### src/rtl/match_report_queue_pkg.sv
// Shared definitions for the match report queue and its bench.
//   NPOS       candidate positions of the 8-bit text / 4-bit pattern matcher
//   POS_W      width of a position index
//   ID_W       frame-id width (wraps modulo 2**ID_W)
//   DEF_FIFO_DEPTH  default number of frames buffered ahead of the walker
//   ST_IDLE / ST_EMIT  walker FSM encodings
package match_report_queue_pkg;

   localparam int TEXT_W         = 8;
   localparam int PAT_W          = 4;
   localparam int NPOS           = TEXT_W - PAT_W + 1;
   localparam int POS_W          = 3;
   localparam int ID_W           = 4;
   localparam int DEF_FIFO_DEPTH = 4;

   localparam logic [0:0] ST_IDLE = 1'b0;
   localparam logic [0:0] ST_EMIT = 1'b1;

   typedef struct packed {
      logic [ID_W-1:0] id;
      logic [NPOS-1:0] hit;
   } frame_t;

   // Index of the highest set bit; 0 for an empty mask.
   function automatic logic [POS_W-1:0] top_pos(input logic [NPOS-1:0] mask);
      logic [POS_W-1:0] p;
      p = '0;
      for (int i = 0; i < NPOS; i++) begin
         if (mask[i]) p = POS_W'(i);
      end
      return p;
   endfunction

   function automatic logic one_hot(input logic [NPOS-1:0] mask);
      return (mask != '0) && ((mask & (mask - NPOS'(1))) == '0);
   endfunction

endpackage

### src/rtl/match_report_queue_hit_fifo.sv
// Synchronous FIFO holding {frame id, hit vector} entries for the walker.
// Read data is the head entry (valid whenever empty is low).
// Ports:
//   clk, rst_n      clock, asynchronous active-low reset
//   push, wdata     write request / data (ignored while full)
//   pop             read request (ignored while empty)
//   rdata           head entry
//   full, empty     occupancy flags from registered pointers
module hit_fifo #(
   parameter int W     = 9,
   parameter int DEPTH = 4
) (
   input  logic         clk,
   input  logic         rst_n,
   input  logic         push,
   input  logic [W-1:0] wdata,
   input  logic         pop,
   output logic [W-1:0] rdata,
   output logic         full,
   output logic         empty
);

   localparam int AW = $clog2(DEPTH);

   logic [W-1:0] mem [DEPTH];
   logic [AW:0]  wr_ptr;
   logic [AW:0]  rd_ptr;
   logic         push_ok;
   logic         pop_ok;

   // Extra pointer bit distinguishes full from empty when the indices match.
   assign empty   = (wr_ptr == rd_ptr);
   assign full    = (wr_ptr[AW] != rd_ptr[AW]) && (wr_ptr[AW-1:0] == rd_ptr[AW-1:0]);
   assign push_ok = push && !full;
   assign pop_ok  = pop && !empty;
   assign rdata   = mem[rd_ptr[AW-1:0]];

   always_ff @(posedge clk or negedge rst_n) begin
      if (!rst_n) begin
         wr_ptr <= '0;
         rd_ptr <= '0;
         for (int i = 0; i < DEPTH; i++) mem[i] <= '0;
      end else begin
         if (push_ok) begin
            mem[wr_ptr[AW-1:0]] <= wdata;
            wr_ptr              <= wr_ptr + (AW+1)'(1);
         end
         if (pop_ok) rd_ptr <= rd_ptr + (AW+1)'(1);
      end
   end

endmodule

### src/rtl/match_report_queue.sv
// Serialises per-frame hit vectors from the pattern matcher into one record
// per hit (highest position first), or a single nomatch record for an empty
// frame, over a valid/ready stream. Counts emitted hits and flags frames whose
// "found" summary disagrees with the hit vector.
//
//   state   | meaning
//   --------+-----------------------------------------------------------
//   IDLE    | no frame loaded; pop the FIFO head as soon as one exists
//   EMIT    | presenting the record for the highest pending bit of pend
//
// Ports:
//   clk, rst_n                      clock, asynchronous active-low reset
//   in_valid/in_ready               hit-vector handshake
//   in_hit[NPOS-1:0], in_found      hit flags per position, matcher summary flag
//   out_valid/out_ready             record handshake
//   out_frame, out_pos              frame id and position of the record
//   out_nomatch, out_last           empty-frame record, final record of frame
//   hit_total                       saturating count of emitted hit records
//   err_found                       sticky found/hit inconsistency flag
module match_report_queue
   import match_report_queue_pkg::*;
#(
   parameter int FIFO_DEPTH = DEF_FIFO_DEPTH
) (
   input  logic             clk,
   input  logic             rst_n,
   input  logic             in_valid,
   output logic             in_ready,
   input  logic [NPOS-1:0]  in_hit,
   input  logic             in_found,
   output logic             out_valid,
   input  logic             out_ready,
   output logic [ID_W-1:0]  out_frame,
   output logic [POS_W-1:0] out_pos,
   output logic             out_nomatch,
   output logic             out_last,
   output logic [15:0]      hit_total,
   output logic             err_found
);

   localparam int FW = ID_W + NPOS;

   logic [0:0]      state;
   logic [NPOS-1:0] pend;
   logic [ID_W-1:0] cur_frame;
   logic [ID_W-1:0] frame_id;

   logic            fifo_full;
   logic            fifo_empty;
   logic            fifo_pop;
   logic [FW-1:0]   fifo_rdata;
   frame_t          head;
   logic            push;
   logic            emitting;
   logic            hs;
   logic            last_rec;
   logic [POS_W-1:0] cur_pos;

   assign in_ready = !fifo_full;
   assign push     = in_valid && !fifo_full;

   hit_fifo #(
      .W     (FW),
      .DEPTH (FIFO_DEPTH)
   ) u_fifo (
      .clk   (clk),
      .rst_n (rst_n),
      .push  (push),
      .wdata ({frame_id, in_hit}),
      .pop   (fifo_pop),
      .rdata (fifo_rdata),
      .full  (fifo_full),
      .empty (fifo_empty)
   );

   assign head     = frame_t'(fifo_rdata);
   assign emitting = (state == ST_EMIT);
   assign hs       = emitting && out_ready;
   assign cur_pos  = top_pos(pend);
   // An empty mask is itself the single (nomatch) record of its frame.
   assign last_rec = (pend == '0) || one_hot(pend);

   // Reload straight after the final record so frames stream without a bubble.
   assign fifo_pop = !fifo_empty && ((state == ST_IDLE) || (hs && last_rec));

   assign out_valid   = emitting;
   assign out_frame   = cur_frame;
   assign out_pos     = emitting ? cur_pos : '0;
   assign out_nomatch = emitting && (pend == '0);
   assign out_last    = emitting && last_rec;

   always_ff @(posedge clk or negedge rst_n) begin
      if (!rst_n) begin
         state     <= ST_IDLE;
         pend      <= '0;
         cur_frame <= '0;
      end else if (fifo_pop) begin
         state     <= ST_EMIT;
         pend      <= head.hit;
         cur_frame <= head.id;
      end else if (hs && last_rec) begin
         state     <= ST_IDLE;
         pend      <= '0;
      end else if (hs) begin
         pend      <= pend & ~(NPOS'(1) << cur_pos);
      end
   end

   always_ff @(posedge clk or negedge rst_n) begin
      if (!rst_n) begin
         frame_id  <= '0;
         err_found <= 1'b0;
      end else if (push) begin
         frame_id <= frame_id + ID_W'(1);
         if (in_found != (|in_hit)) err_found <= 1'b1;
      end
   end

   always_ff @(posedge clk or negedge rst_n) begin
      if (!rst_n) begin
         hit_total <= '0;
      end else if (hs && (pend != '0) && (hit_total != 16'hFFFF)) begin
         hit_total <= hit_total + 16'd1;
      end
   end

endmodule

### config.mk
export PLATFORM = sky130hd
export DESIGN_NAME = match_report_queue
export DESIGN_NICKNAME = d
export VERILOG_FILES = /design/src/rtl/match_report_queue_pkg.sv /design/src/rtl/match_report_queue_hit_fifo.sv /design/src/rtl/match_report_queue.sv
export SDC_FILE = /design/constraint.sdc
export NUM_CORES = 1
export LEC_CHECK = 0
export CORE_MARGIN = 8
export CORE_UTILIZATION = 39
export DETAILED_ROUTE_END_ITERATION = 7
export GPL_TIMING_DRIVEN = 0
export RECOVER_POWER = 50
export SLEW_MARGIN = 10
export SYNTH_ARGS = -nofsm -noshare
export SYNTH_HDL_FRONTEND = slang
export SYNTH_SLANG_ARGS = --single-unit
### constraint.sdc
create_clock -name clk -period 1.9 [get_ports clk]
set_input_delay 0.285 -clock clk [delete_from_list [all_inputs] [get_ports clk]]
set_output_delay 0.285 -clock clk [all_outputs]
set_load 0.005 [all_outputs]
== Word level (Yosys, flattened, before mapping) ==
Index checks and enable logic that the tools add are counted.
Cells by class
  bitwise operators: 6
  add/subtract/negate cells: 5
  eq/ne operators: 5
  order comparisons: 3
  reductions and logical operators: 24
  shifts and indexed selects: 1
  multiplexer cells: 16
Operators by type and width (number)
  36-bit bitwise mux: 1
  9-bit two-way mux: 3
  9-bit binary-select mux with 2-bit select: 1
  9-bit demux with 2-bit select: 1
  16-bit by 1-bit adder with 16-bit output (second input constant): 1
  16-bit != test (second input constant): 1
  5-bit two-way mux: 3
  1-bit logical AND: 13
  5-bit bitwise AND: 2
  5-bit zero test: 2
  3-bit by 1-bit adder with 3-bit output (second input constant): 2
  3-bit greater-or-equal comparator (second input constant): 2
  3-bit two-way mux: 2
  2-bit NOT with 3-bit output: 2
  5-bit NOT: 1
  5-bit nonzero test: 1
  5-bit OR reduction: 1
  1-bit by 3-bit << shifter with 5-bit output (first input constant): 1
  5-bit by 1-bit subtractor with 5-bit output (second input constant): 1
  4-bit by 1-bit adder with 4-bit output (second input constant): 1
  2-bit two-way mux: 2
  3-bit == test: 1
  3-bit by 1-bit less-than comparator with 1-bit output (second input constant): 1
  1-bit two-way mux: 3
  other kinds (8): 11
Storage, ports and cells
  word-level logic and storage cells: 72
  register bits after elaboration: 73

== Logic depth before layout (Yosys ltp) ==
Gate-level depths: netlist of run 1.
  depth in word-level cells: 10
  depth in mapped cells: 6
  mapped depth without buffers: 5

== By module ==
Synthesis of run 1 repeated with hierarchy kept, for this count alone.
Second synthesis, totals
  cells, all modules: 298
  area, all modules: 3804.9 µm²
By module, submodules not included
  hit_fifo: cells an instance 130, sequential area each 1051.0 µm², times used 1, area each 2053.2 µm²
  match_report_queue: cells an instance 168, sequential area each 775.7 µm², times used 1, area each 1751.7 µm²

== Worst setup path before layout of run 1 ==
Ideal clock, no wire load.
  path kind: reg-to-reg
  start: register pend[2]
  end: register cur_frame[0], in the netlist out_frame[0]
  arrival: 1.764 ns
  period minus slack after synthesis: 1.891 ns
  path slack: 0.009 ns
  buffers on the path: 2
  cell stages (with the launch flop): 7
  cell sequence: dfrtp_1 buf_2 or4_1 buf_2 nor4b_4 nor2_8 mux2_1
On the way
  cells in the longest elaborated chain, start to end: 8
  elaborated cells between the ends (all ways): 10
Ends and longest elaborated chain
  from (decl): RTL line match_report_queue.sv:44  | logic [NPOS-1:0] pend;
  from (signal assigned): RTL line match_report_queue.sv:99  | pend <= head.hit;
  from (signal assigned): RTL line match_report_queue.sv:105  | pend <= pend & ~(NPOS'(1) << cur_pos);
  5-bit by 1-bit subtractor with 5-bit output: RTL line match_report_queue_pkg.sv:35  | return (mask != '0) && ((mask & (mask - NPOS'(1))) == '0);
  5-bit bitwise AND: RTL line match_report_queue_pkg.sv:35
  5-bit zero test: RTL line match_report_queue_pkg.sv:35
  1-bit logical AND: RTL line match_report_queue_pkg.sv:35
  1-bit logical OR *: RTL line match_report_queue.sv:81  | assign last_rec = (pend == '0) || one_hot(pend);
  1-bit logical AND *: RTL line match_report_queue.sv:84  | assign fifo_pop = !fifo_empty && ((state == ST_IDLE) || (hs && last_rec));
  1-bit logical OR *: RTL line match_report_queue.sv:84
  1-bit logical AND *: RTL line match_report_queue.sv:84
  to (signal assigned): RTL line match_report_queue.sv:100  | cur_frame <= head.id;
  to (decl): RTL line match_report_queue.sv:45  | logic [ID_W-1:0] cur_frame;
Every way passes the cells marked *; elsewhere a longest branch is shown, timed or not.
A chain may end at the register's enable or synchronous reset.

== Final worst setup path of run 1 ==
  start: register pend[1]
  end: output out_last
On the way
  cells in the longest elaborated chain, start to end: 6
  elaborated cells between the ends (all ways): 8
Ends and longest elaborated chain
  5-bit by 1-bit subtractor with 5-bit output: RTL line match_report_queue_pkg.sv:35
  5-bit bitwise AND: RTL line match_report_queue_pkg.sv:35
  5-bit zero test: RTL line match_report_queue_pkg.sv:35
  1-bit logical AND: RTL line match_report_queue_pkg.sv:35
  1-bit logical OR *: RTL line match_report_queue.sv:81
  1-bit logical AND *: RTL line match_report_queue.sv:90  | assign out_last = emitting && last_rec;
  to (decl): RTL line match_report_queue.sv:36  | output logic out_last,
Marked as above.

==> reports/metrics.yaml, run 1 <==
relSlewSlack_pct: 15.55
yosys.area.top_type_share_pct: 50.89
ant_nets: 0
synth_edf_count: 0
period_share_pct: 108.0
drc_errors: 0
hold_path.class: "primary input to register"
synth_seq_area_share_pct: 50.89
wire_per_inst_um: 16.73
avgSynthCellArea_um2: 13.01
tightest_slew_ps: 1267
setup-violations-final: 10
dp_slack_ps: -420.6
fmax_mhz: 487.2
yosysWarningCount: 0
n_antenna_cell: 0
finalMaxSlewViolations: 0
dr.pass1.iters: 4
cts_max_level: 3
antenna_found_initial: 0
grt_usage_pct: 13.17
ys_types: 48
ys_seq_elements: 73
final_nets: 366
finalHoldViolCount: 0
grt_max_degree: 54
fin_skew_ps: 13.62
final_layout_size_suffix_gt1_share_pct: 30.03
worstSetupPathType: "register to primary output"
hpwl_um: 5016
overflow: 0
cp.arrival_ps: 1770
critPathCaptureType: "primary output"
p_per_area_nw_per_um2: 1692
ios: 38
core_um2: 9065
clock_latency_ps: 340
ir_drop_mv: 0.7685
gp_congestion: 0.7446
die_area_um2: 12530
power_w: 0.008066
first_iter_violations: 74
violations: "setup timing"
layout_setup_ws_ps: -152.7
outcome: "finished, violations left"
cts_max_path_buffers: 2
cts-root-buf: "clkbuf_8"
cts_sinks: 73
first_global_vias: 2616
port_buffers: 36
syn2layout_area_growth_pct: 32.76
cts-buffers-inserted: 9
yosys_most_used_dff: "dfrtp_1"
num_vias: 2451
hp-start: "out_ready"
synth_nets: 293
yosysTopAreaCell: "dfrtp_1"
tns_ps: -506.2
ys_top_cells_by_count: "dfrtp_1, mux2_1, xor2_1"
reg2reg_from: "pend[2]"
synth-async-reset-ratio_pct: 100.0
cp.required_ps: 1620
grt_pass1_wl_um: 13460
cts_tree: "done"
rows: 35
synth_area_um2: 3590
netlist_top_cells_area: "dfrtp_1, mux2_1, mux4_2"
viasPerCell: 5.282
wl_um: 7761
die_w_um: 111.9
syn-instance-count: 276
cp-startpoint: "pend[1]"
cts.clk_slew.worst_paths_ps: 70
initial_core_util_pct: 39.60
fp.dieH_um: 111.9
synth_most_common_cell: "dfrtp_1"
rsz0062_at_grt: "yes"
cellLeakagePower_nw: 2.061
cp-start-kind: "register"
fin_crit_ps: 2053
critPathMaxFanout: 3
drv_cap: 0
[layout by cell type (no fill, tap or decap), types with 3 or more instances in the layout]
cell type / n
nand2b_1: 3
xor2_1: 14
buf_4: 21
mux4_2: 9
buf_6: 7
clkbuf_1: 3
xnor2_1: 9
clkdlybuf4s50_1: 30
nand3_1: 7
clkbuf_8: 11
dfrtp_2: 5
nand2_4: 3
nand2_1: 11
nor2_1: 5
dfrtp_1: 68
nor3_4: 3
nand4_1: 5
ha_1: 6
a21oi_1: 3
inv_1: 9
mux2_4: 8
nor3_2: 6
mux2_1: 38
o21ai_0: 6
[kinds of logic after synthesis]
logic type,count (synthesis),share of synthesized area (%)
xor+xnor,24,5.856
flops,73,50.89
buf+inv,19,2.161
fa+ha+maj,8,2.719
mux,57,20.95
compound gates,28,6.030
simple gates,67,11.40
[layer usage]
layer	vias to the layer above	track usage [%]	part of all wire (%)
li1	1154	-	-
met4	0	3.058	0.68
met3	7	4.329	4.5
met5	-	0	0
met2	47	20.48	48
met1	1243	17.39	47
[sequential cells by signal, summed over array words and instances (netlist names)]
name           flops
out_valid          1
u_fifo.rd_ptr      3
u_fifo.mem        36
hit_total         16
out_frame          4
pend               5
err_found          1
frame_id           4
u_fifo.wr_ptr      3
[where the power goes]
group,internal [W],switching [W]
Combinational,0.00232,0.00175
Clock,0.000639,0.000575
Sequential,0.00225,0.000529
Total,0.00521,0.00286
[worst paths after layout]
| path | end | slack, ps | cells after the start |
|---|---|---|---|
| setup / recovery | out_last | -150 | 5 |
| min in group asynchronous | hit_total[13] | 740 | 2 |
| hold reg to reg | err_found | 470 | 1 |
| setup reg to reg | out_frame[3] | -60 | 5 |
| max in group asynchronous | pend[1] | 280 | 3 |
| hold / removal | pend[1] | 460 | 3 |
[cell type report]
class / instances / area [um2]
clock buffer: 11 / 141.4
clock inverter: 4 / 53.80
tap: 111 / 138.9
inverter: 10 / 37.54
sequential: 73 / 1833
buffer: 6 / 48.80
timing repair buffer: 65 / 635.6
fill: 802 / 4299
multi-input combinational: 184 / 1877
[stage by stage]
stage / hold WS (ps) / instances / cell area [um2] / util [%]
2_1_floorplan: -10.59 / 276 / 3590 / -
3_3_place_gp: 452.9 / 423 / 4089 / 45.11
3_5_place_dp: 198.8 / 424 / 4114 / 45.38
4_1_cts: 372.0 / 455 / 4593 / 50.67
5_1_grt: 485.0 / 464 / 4766 / 52.57
6_report: 460.5 / 464 / 4766 / 52.57
[worst max-delay path, stage by stage, from the launching register on]
cell and delay, ps:
dfrtp_2 430, buf_6 130, or4_4 490, o211ai_1 120, and2_1 150, buf_2 110
[what timing repair did]
item / CTS / global route
buffers inserted: 19 / 11
hold endpoints to repair: 20 / 0
pin swaps: 15 / 11
hold buffers: 1 / 0
cloned: 0 / 0
gates resized for setup: 50 / 25
endpoints found under the setup margin: 57 / 59
Power figures use the tool's default switching activity.
==> inputs of run 2 (changes only) <==
Settings changed: CAP_MARGIN from default to 20, CORE_ASPECT_RATIO from default to 1.25.
Clock period 1.9 ns to 2.55 ns, I/O delays scaled along.
==> run 2 against run 1 <==
  * The run now ends clean
  * Critical path depth shrank 1
  * Via count fell by 3.3%
  * Global-route usage is 0.57 points lower
  * Largest cell class is now registers
==> reports/metrics.yaml, run 2 (synthesis gave the netlist of run 1 again) <==
outcome: "finished, final reports clean"
die_area_um2: 12550  # +0.15%
hold_path.class: "register to register"
antenna_found_initial: 0  # unchanged
reg.largest.list: "u_fifo.mem (36), hit_total (16), pend (5)"
layout_common_cells: "dfrtp_1, mux2_1, clkdlybuf4s50_1, xor2_1, dlygate4sd3_1"
regMostFlops: "u_fifo.mem"
fp.dieH_um: 123.3  # +10%
wl_um: 7297  # -6.0%
cp_slowest_cell: "clkdlybuf4s50_1"
ant_nets: 0  # unchanged
critPathMaxFanout: 10  # +7
ir_drop_mv: 0.5263  # -32%
drv_cap: 0  # unchanged
grt_util_met1_pct: 15.12  # -2.3 points
finalHoldViolCount: 0  # unchanged
grt_pass1_wl_um: 12190  # -9.5%
internal_power_w: 0.003832  # -26%
crit_chain: "clkbuf_1 -> nand2_1 -> nor2_1 -> clkdlybuf4s50_1"
cp.required_ps: 2170  # +550 ps
overflow: 0  # unchanged
period_share_pct: 89.56
ios: 38  # unchanged
largest_register_ffs: 36  # unchanged
power_frac_comb_pct: 42.6  # -7.9 points
fill_cells: 805  # +0.37%
multi_input_area_um2: 1685  # -10%
grt_max_degree: 55  # +1.9%
viasPerCell: 5.207  # -1.4%
cellLeakagePower_nw: 1.913  # -7.2%
finalMaxSlewViolations: 0  # unchanged
n_antenna_cell: 0  # unchanged
p_per_area_nw_per_um2: 1293  # -24%
gp_congestion: 0.7530  # +1.1%
num_vias: 2369  # -3.3%
syn2layout_area_growth_pct: 24.75
cts.clk_slew.worst_paths_ps: 60  # about the same
dp_cells: 436  # +2.8%
hpwl_um: 5036  # +0.40%
cts-buffers-inserted: 9  # unchanged
seq_area_um2: 1829  # -0.21%
power_w: 0.005792  # -28%
grtUsageMet3_pct: 4.056  # -0.27 points
rsz0062_at_grt: "no"
fin_skew_ps: 7.453  # -6.164 ps
rows: 39  # +11%
core_um2: 9027  # -0.41%
worstSetupPathType: "register to primary output"
critPathCaptureType: "primary output"
grt_usage_pct: 12.60  # -0.57 points
cp-start-kind: "register"
first_global_vias: 2429  # -7.1%
final_common_cell: "dfrtp_1"
port_buffers: 36  # unchanged
wire_per_inst_um: 16.04  # -4.1%
cts_max_path_buffers: 2  # unchanged
drc_errors: 0  # unchanged
initial_core_util_pct: 39.76  # +0.16 points
hold_slack_ps: 469.6  # +9.033 ps
power_frac_clock_pct: 22.3  # +7.3 points
tns_ps: 0  # +506.2 ps
cts_tree: "done"
cp.arrival_ps: 1900  # +130 ps
tightest_slew_ps: 1217  # -50.08 ps
stdcell_count: 455  # -1.9%
clock_latency_ps: 330  # about the same
max_stage_delay_ps: 500  # about the same
pwr-share-seq_pct: 35.1  # +0.6 points
grt.busiest_layer: "met2"
grtUsageMet2_pct: 20.52  # +0.048 points
dr.pass1.iters: 4  # unchanged
first_iter_violations: 166  # +120%
fmax_mhz: 437.8
switchingPower_w: 0.001960  # -31%
final_layout_size_suffix_gt1_share_pct: 14.76  # -15 points
fin_crit_ps: 2284
relSlewSlack_pct: 18.89  # +3.3 points
die_w_um: 101.8  # -9.0%
cts_sinks: 73  # unchanged
cts-root-buf: "clkbuf_16"
setup-violations-final: 0  # -10
cts_max_level: 3  # unchanged
fin_util_pct: 49.61  # -3.0 points
swShare_pct: 33.84  # -1.6 points
final_nets: 346  # -5.5%
run 2: final timing paths:
kind | startpoint | endpoint | slack (ps) | depth (start not counted)
max | out_valid | out_pos[0] | 270 | 4
min | err_found | err_found | 470 | 1
max reg2reg | u_fifo.rd_ptr[2] | u_fifo.mem[15] | 470 | 5
min reg2reg | err_found | err_found | 470 | 1
max in group asynchronous | rst_n | u_fifo.mem[28] | 870 | 3
min in group asynchronous | rst_n | hit_total[12] | 830 | 2
run 2: power by group through the flow:
stage,logic (W),registers [W],clock network [W]
4_1_cts,0.00253,0.00204,0.00132
3_3_place_gp,0.00239,0.00204,0
2_1_floorplan,0.00173,0.00197,0
5_1_grt,0.00272,0.00211,0.00138
3_5_place_dp,0.00244,0.00206,0
6_report,0.00247,0.00203,0.00129
run 2: area by class of cell:
class                   count  area share, %
plain buffers               8         0.9500
clock buffers              10          5.113
clock inverters             4          1.565
inverters                  10         0.8382
multi-input cells         184          37.64
flip-flops and latches     73          40.85
well taps                 123          3.437
repair buffers             43          9.612
run 2: worst max-delay path, delay by kind of cell, from the launching register on:
family | cells | cell delay [ps]
buf+inv | 2 | 840
simple gates | 2 | 230
flops | 1 | 490
run 2: repair_timing:
item	CTS	global route
endpoints found under the setup margin	2	1
setup buffers	5	0
pin swaps	1	0
hold buffers	1	0
gates resized for setup	6	1
hold endpoints to repair	19	0
run 2: metal layers:
layer	vias to the layer above	wire length, um
met5	-	0
met4	0	107
met3	10	298
met2	31	3470
met1	1205	3420
li1	1123	-
run 2: per-stage QoR:
stage          cell area [um2]  worst slack [ps]
3_5_place_dp              4129             136.7
4_1_cts                   4479             65.46
2_1_floorplan             3590             658.6
3_3_place_gp              4104             -1532
6_report                  4478             266.1
5_1_grt                   4478             136.1
==> inputs of run 3 (changes only) <==
Settings changed: ABC_CLOCK_PERIOD_IN_PS from default to 2550, SLEW_MARGIN 10 to default.
==> results of run 3 <==
Final layout, timing and power as in run 2 (identical DEF).
